==> src/rtl/wr_stream_arbiter.sv <==
// Round-robin arbiter that shares one write-data byte stream among NUM_CH
// flash channel controllers. Each grant is an atomic burst of BURST_BYTES bytes.
module wr_stream_arbiter #(
   parameter int  NUM_CH      = 4,
   parameter int  BURST_BYTES = 16,
   localparam int CNT_W       = (BURST_BYTES > 1) ? $clog2(BURST_BYTES) : 1
) (
   input  logic              i_clk,
   input  logic              i_rst,
   input  logic [7:0]        i_src_data,
   input  logic              i_src_empty,
   output logic              o_src_re,
   input  logic [NUM_CH-1:0] i_ch_req,
   input  logic [NUM_CH-1:0] i_ch_re,
   output logic [7:0]        o_ch_data,
   output logic [NUM_CH-1:0] o_ch_empty,
   output logic [NUM_CH-1:0] o_grant,
   output logic [NUM_CH-1:0] o_done,
   output logic              o_busy,
   output logic [CNT_W-1:0]  o_byte_cnt
);

   localparam int PTR_W = $clog2(NUM_CH);

   typedef enum logic [1:0] {IDLE, XFER, DONE} state_t;

   state_t            state;
   logic [PTR_W-1:0]  last_ptr;
   logic [PTR_W-1:0]  gnt_idx;
   logic [PTR_W-1:0]  sel_idx;
   logic              sel_found;
   logic [NUM_CH-1:0] sel_onehot;
   logic              accept;
   logic              last_byte;
   int                pos;

   // Round-robin search: first requester starting at last_ptr+1 with wrap.
   // Scanning from the far end down lets the nearest requester win.
   always_comb begin
      sel_found  = 1'b0;
      sel_idx    = '0;
      pos        = 0;
      for (int i = NUM_CH; i >= 1; i--) begin
         pos = (int'(last_ptr) + i) % NUM_CH;
         if (i_ch_req[PTR_W'(pos)]) begin
            sel_found = 1'b1;
            sel_idx   = PTR_W'(pos);
         end
      end
      sel_onehot          = '0;
      sel_onehot[sel_idx] = sel_found;
   end

   // A byte moves only when the granted channel strobes and the source has data.
   assign accept    = (state == XFER) & i_ch_re[gnt_idx] & ~i_src_empty;
   assign last_byte = (o_byte_cnt == CNT_W'(BURST_BYTES - 1));
   assign o_src_re  = accept;
   assign o_ch_data = i_src_data;

   // Only the granted channel, and only during XFER, sees the source empty flag.
   always_comb begin
      o_ch_empty = '1;
      if (state == XFER) o_ch_empty[gnt_idx] = i_src_empty;
   end

   // Grant FSM: IDLE picks a channel, XFER counts bytes, DONE pulses completion.
   always_ff @(posedge i_clk or posedge i_rst) begin
      if (i_rst) begin
         state      <= IDLE;
         o_grant    <= '0;
         o_done     <= '0;
         o_busy     <= 1'b0;
         o_byte_cnt <= '0;
         gnt_idx    <= '0;
         last_ptr   <= PTR_W'(NUM_CH - 1);
      end else begin
         case (state)
            IDLE: begin
               o_done <= '0;
               if (sel_found) begin
                  o_grant    <= sel_onehot;
                  gnt_idx    <= sel_idx;
                  o_byte_cnt <= '0;
                  o_busy     <= 1'b1;
                  state      <= XFER;
               end
            end
            XFER: begin
               if (accept) begin
                  if (last_byte) begin
                     o_byte_cnt <= '0;
                     o_done     <= o_grant;
                     state      <= DONE;
                  end else begin
                     o_byte_cnt <= o_byte_cnt + CNT_W'(1);
                  end
               end
            end
            DONE: begin
               o_done   <= '0;
               o_grant  <= '0;
               o_busy   <= 1'b0;
               last_ptr <= gnt_idx;
               state    <= IDLE;
            end
            default: state <= IDLE;
         endcase
      end
   end

endmodule

==> config.mk <==
export PLATFORM = sky130hd
export DESIGN_NAME = wr_stream_arbiter
export DESIGN_NICKNAME = d
export VERILOG_FILES = /design/src/rtl/wr_stream_arbiter.sv
export SDC_FILE = /design/constraint.sdc
export NUM_CORES = 1
export LEC_CHECK = 0
export CAP_MARGIN = 20
export CORE_MARGIN = 2
export CORE_UTILIZATION = 40
export CTS_CLUSTER_DIAMETER = 150
export CTS_CLUSTER_SIZE = 40
export DETAILED_ROUTE_END_ITERATION = 10
export PLACE_DENSITY = 0.74
export SYNTH_ARGS = -nofsm -noshare
export SYNTH_HDL_FRONTEND = slang
export SYNTH_SLANG_ARGS = --single-unit
==> constraint.sdc <==
create_clock -name i_clk -period 2.6 [get_ports i_clk]
set_input_delay 0.39 -clock i_clk [delete_from_list [all_inputs] [get_ports i_clk]]
set_output_delay 0.39 -clock i_clk [all_outputs]
set_load 0.005 [all_outputs]
==> results of run 1 <==
==> layout make-up <==
class / count / area [um^2]
repair buffers: 30 / 295
multi-input cells: 66 / 465
well taps: 30 / 37.5
clock buffers: 4 / 26.3
fillers: 230 / 1160
flip-flops and latches: 19 / 478
inverters: 11 / 41.3
==> where the power goes <==
group          internal, mW  switching, mW
sequential            0.379         0.0829
combinational         0.317          0.235
clock                0.0598         0.0958
==> flip-flops by register name (all words and copies together), names as in the netlist <==
register	count
last_ptr	2
o_grant	4
state	2
o_byte_cnt	4
o_done	4
gnt_idx	2
o_busy	1
==> metal layers <==
metal,global-route usage,wire length [um],up-vias
met5,0,0,-
met4,0.0697,40,0
met3,0.0349,82,5
met2,0.277,1130,16
met1,0.184,936,418
li1,-,-,407
==> cells by family (layout without fill, tap and decap cells) <==
kind of cell             count (synthesis)  after routing  share of synthesized area
flip-flops                              19             19                      0.448
adder cells (fa/ha/maj)                  1              1                     0.0117
buffers and inverters                   22             45                      0.116
AO/OA/AOI/OAI                           20             20                      0.131
multiplexers                             9              9                     0.0985
AND/OR/NAND/NOR                         36             36                      0.195
==> per-stage QoR <==
stage	instances	hold WS (ns)	util	setup slack, ns	power (mW)
after CTS	160	0.510	0.538	0.197	1.18
after global routing	160	0.535	0.538	0.0978	1.27
after floorplan	107	0.340	-	1.01	0.777
after detailed placement	156	0.485	0.527	0.248	1.02
final	160	0.490	0.538	0.210	1.17
after global placement	156	0.489	0.527	0.296	1.01
==> synth_stat cells, drive strengths merged, types with 2 or more instances <==
master / number
a21o: 2
a21oi: 2
a22o: 2
a32o: 2
buf: 9
clkbuf: 2
dfrtp: 17
dfstp: 2
inv: 11
mux2: 2
mux2i: 6
nand2: 8
nand2b: 5
nand3: 5
nor2: 5
nor2b: 2
nor3: 4
o21ai: 5
o22ai: 3
==> worst max-delay path by stage <==
| stage | start | endpoint | slack [ns] | cells past startpoint |
|---|---|---|---|---|
| floorplan | gnt_idx[0] | o_byte_cnt[2] | 1.01 | 4 |
| global placement | i_ch_re[1] | o_src_re | 0.30 | 4 |
| detailed placement | i_ch_re[3] | o_src_re | 0.25 | 4 |
| CTS | gnt_idx[0] | o_src_re | 0.20 | 3 |
| global route | gnt_idx[0] | o_src_re | 0.1 | 3 |
| finish | gnt_idx[0] | o_src_re | 0.21 | 3 |
==> worst register-to-register path, delay by kind of cell, from the launching register on <==
family / cells / cell delay, ns
AND/OR/NAND/NOR: 2 / 0.36
multiplexers: 1 / 0.54
AO/OA/AOI/OAI: 1 / 0.25
flip-flops: 1 / 0.48
==> impl_metrics.csv, run 1 <==
group,metric,value,unit
global_routing,grt_max_degree,20,
final_layout,final_nets,151,
route,drcViolationCount,0,
timing,hold_violations,0,
final_layout,antenna_cells,0,
clocking,cts_tree,"yes",
placed_design,dpl.hpwl,1.66,mm
critical_path,r2r_cells,4,
synthesis,synth_async_sr_flop_share,1.00,
clocking,clk_pin_slew,0.11,ns
route,wl_per_cell,13.7,um
timing,post-route-period-util,0.919,
synthesis,synth.distinct_cells,38,
clocking,cts-hold-fix-buffers,0,
final_layout,drive_above_1_share,0.108,
synthesis,synth_top_area_frac,0.399,
placed_design,gp_congestion,0.741,
timing,finalSetupViolCount,0,
route,first_pass_iters,4,
critical_path,slowest_stage,"clkdlybuf4s50_1",
pwr,ir_drop,0.502,mV
critical_path,crit_type,"register to output port",
clocking,htreeDepth,1,
route,vias,846,
floorplanning,rows,18,
global_routing,grt_overflow,0,
critical_path,crit_path_cell_trace,"mux4_2 -> nor3b_4 -> clkdlybuf4s50_1",
synthesis,synth.avg_cell_area,9.97,um^2
synthesis,synth_area_leaders,"dfrtp_1, mux2i_1, buf_4, dfstp_2, inv_1",
run_status,outcome,"complete, no violations",
timing,max_slew.worst_pin.slew,0.758,ns
floorplanning,dieHeight,55.7,um
global_routing,grt_pass1_wl,3.88,mm
floorplanning,core,2500,um^2
pwr,leakage,0.594,nW
timing,drv_slew,0,
critical_path,r2r_slack,0.87,ns
final_layout,layout_common_cells,"clkdlybuf4s50_1, dfrtp_1, inv_1",
critical_path,path_max_fanout,7,
critical_path,worst-path-buf-inv,1,
clocking,cts_buffer_depth,2,
synthesis,ys_warn_count,0,
clocking,cts_root_buf,"clkbuf_4",
synthesis,synth.largest_area_cell,"dfrtp_1",
clocking,postCtsSetupRepairBufs,0,
clocking,insertion_delay,0.30,ns
placed_design,numPortBuffers,28,
synthesis,syn-num-nets,127,
route,totalWireLength,2.19,mm
critical_path,worst_setup_path_start_kind,"register",
critical_path,r2r-start,"gnt_idx[0]",
placed_design,placed_area,1320,um^2
global_routing,grt.total_usage,0.158,
critical_path,r2r-end,"o_byte_cnt[2]",
floorplanning,start_util,0.427,
synthesis,synth_edf_count,0,
critical_path,critPathMaxStageDelay,0.56,ns
global_routing,grt_pass1_vias,861,
timing,setup-tns-final,0,ns
pwr,powerDensity,871,nW/um^2
run,drv_cap,0,
synthesis,synth.ff_latch_count,19,
final_layout,final_cell_area,1340,um^2
critical_path,crit_path_end_kind,"output port",
route,ant_nets,0,
timing,rsz0062_at_grt,"false",
critical_path,cp_data_arrival_time,2.00,ns
critical_path,crit_family,"buffers and inverters",
synthesis,seq_area_frac_synth,0.448,
floorplanning,pin_count,45,
timing,fin_worst_skew,0.00280,ns
critical_path,worstPathRequired,2.21,ns
timing,relSlewSlack,0.491,
clocking,cts_resized,0,
final_layout,final_common_cell,"clkdlybuf4s50_1",
final_layout,syn_to_final_growth,25.9,%
clocking,cts_sinks,19,
global_routing,antenna_found_initial,0,
floorplanning,dieArea,3100,um^2
synthesis,synth_ff_type,"dfrtp_1",
clocking,cts_inserted_buffers,3,
timing,fmax,418,MHz
worst_hold_path,hp-class,"primary input to asynchronous set/reset pin",
route,drtIter0Drc,16,
synthesis,netlist_instances,107,
timing,period_minus_slack,2.39,ns
floorplanning,die_w,55.7,um
synthesis,synth_area,1070,um^2
route,viasPerCell,5.29,
Note: power is estimated with default switching activity, not from simulation.
==> run 2: changes to the inputs <==
--- a/config.mk
+++ b/config.mk
@@ -6,7 +6,7 @@
 export NUM_CORES = 1
 export LEC_CHECK = 0
 export CAP_MARGIN = 20
-export CORE_MARGIN = 2
+export CORE_MARGIN = 4
 export CORE_UTILIZATION = 40
 export CTS_CLUSTER_DIAMETER = 150
 export CTS_CLUSTER_SIZE = 40
@@ -15,3 +15,4 @@
 export SYNTH_ARGS = -nofsm -noshare
 export SYNTH_HDL_FRONTEND = slang
 export SYNTH_SLANG_ARGS = --single-unit
+export TNS_END_PERCENT = 1
==> impl_metrics.csv, run 2 (synthesized netlist as in run 1, its figures left out) <==
group,metric,value,unit
run_status,outcome,"complete, no violations",
route,drtIter0Drc,37,
final_layout,antenna_cells,0,
floorplanning,dieHeight,59.7,um
route,wl_met2,1.17,mm
clocking,clk_pin_slew,0.11,ns
placed_design,numPortBuffers,28,
critical_path,slowest_stage,"clkdlybuf4s50_1",
floorplanning,start_util,0.427,
global_routing,grt.total_usage,0.138,
global_routing,antenna_found_initial,0,
critical_path,r2r-start,"state[0]",
route,top_layer,"met4",
route,vias,845,
timing,relSlewSlack,0.505,
clocking,cts_tree,"yes",
timing,period_minus_slack,2.38,ns
route,wl_per_cell,14.4,um
floorplanning,die_w,59.7,um
timing,finalSetupViolCount,0,
global_routing,grt_pass1_wl,3.81,mm
critical_path,critPathMaxStageDelay,0.56,ns
route,met1_length,969,um
timing,post-route-period-util,0.914,
critical_path,cp_data_arrival_time,1.99,ns
route,first_pass_iters,4,
final_layout,num-fill-cells,241,
run,drv_cap,0,
timing,rsz0062_at_grt,"false",
final_layout,reg_top3,"o_byte_cnt: 4 flops, o_done: 4 flops, o_grant: 4 flops",
global_routing,grt_max_degree,20,
final_layout,final_nets,151,
critical_path,crit_type,"register to output port",
route,totalWireLength,2.31,mm
pwr,leakage,0.597,nW
critical_path,crit_path_end_kind,"output port",
global_routing,grt_overflow,0,
clocking,postCtsSetupRepairBufs,0,
route,drcViolationCount,0,
clocking,cts-hold-fix-buffers,0,
final_layout,drive_above_1_share,0.115,
pwr,powerDensity,872,nW/um^2
critical_path,crit_path_cell_trace,"or2b_2 -> nor3b_4 -> clkdlybuf4s50_1",
route,ant_nets,0,
floorplanning,pin_count,45,
critical_path,path_max_fanout,6,
final_layout,layout_common_cells,"clkdlybuf4s50_1, dfrtp_1, inv_1",
timing,hold_violations,0,
timing,setup-tns-final,0,ns
final_layout,syn_to_final_growth,26.0,%
worst_hold_path,hp-class,"primary input to asynchronous set/reset pin",
clocking,cts_root_buf,"clkbuf_4",
pwr,ir_drop,0.461,mV
timing,fmax,421,MHz
floorplanning,core,2500,um^2
floorplanning,rows,18,
critical_path,startpoint,"state[1]",
placed_design,dpl.hpwl,1.80,mm
critical_path,worstPathRequired,2.21,ns
timing,holdWs,0.501,ns
global_routing,grt_pass1_vias,871,
route,met3_length,147,um
placed_design,placed_cells,156,
timing,fin_worst_skew,0.00263,ns
placed_design,gp_congestion,0.810,
final_layout,final_cells,160,
clocking,cts_sinks,19,
clocking,htreeDepth,1,
final_layout,final_common_cell,"clkdlybuf4s50_1",
critical_path,worst_setup_path_start_kind,"register",
clocking,cts_resized,0,
route,viasPerCell,5.28,
floorplanning,dieArea,3560,um^2
clocking,insertion_delay,0.30,ns
clocking,cts_buffer_depth,2,
clocking,cts_inserted_buffers,3,
timing,drv_slew,0,
timing,max_slew.worst_pin.slew,0.737,ns
## run 2: cell count changes in the layout (fill, tap and decap cells not counted), sizes merged
| cell | previous run | this run |
|---|---|---|
| clkinv | 0 | 1 |
| clkbuf | 4 | 3 |
## run 2: power breakdown
part / total (mW) / switching (mW) / internal [mW]
sequential: 0.463 / 0.0834 / 0.379
clock: 0.152 / 0.0951 / 0.0573
combinational: 0.558 / 0.240 / 0.317
total: 1.17 / 0.419 / 0.754
## run 2: cell type report
type                    instances  area, um^2  area share
clock buffers                   3        22.5      0.0167
clock inverters                 1        5.00     0.00372
well taps                      30        37.5      0.0279
repair buffers                 30         295       0.220
inverters                      11        41.3      0.0307
flip-flops and latches         19         478       0.355
multi-input cells              66         465       0.346
## run 2: critical path: cells and delay by family (launching register included)
family | cells | cell delay (ns)
AND/OR/NAND/NOR | 2 | 0.69
buffers and inverters | 1 | 0.56
flip-flops | 1 | 0.45
## run 2: worst paths after layout
| check | end | slack [ns] | cells past startpoint |
|---|---|---|---|
| min in group i_clk | o_grant[2] | 0.53 | 2 |
| setup / recovery | o_src_re | 0.22 | 3 |
| hold reg to reg | o_grant[2] | 0.53 | 2 |
| hold / removal | o_byte_cnt[2] | 0.50 | 2 |
| setup reg to reg | o_byte_cnt[2] | 0.88 | 4 |
| max in group asynchronous | gnt_idx[1] | 1.64 | 2 |
## run 2: routing by layer
metal  vias up  GRT usage
li1        407          -
met1       413      0.165
met2        23      0.248
met3         2     0.0194
met4         0     0.0475
met5         -          0
## run 2: through the flow
stage                     power (mW)  worst slack, ns  cell area (um^2)   util
final                           1.17            0.224              1350  0.538
after global routing            1.26            0.131              1350  0.538
after CTS                       1.18            0.225              1350  0.538
after detailed placement        1.03            0.293              1320  0.527
after global placement          1.01            0.294              1320  0.527
after floorplan                0.777             1.01              1070      -
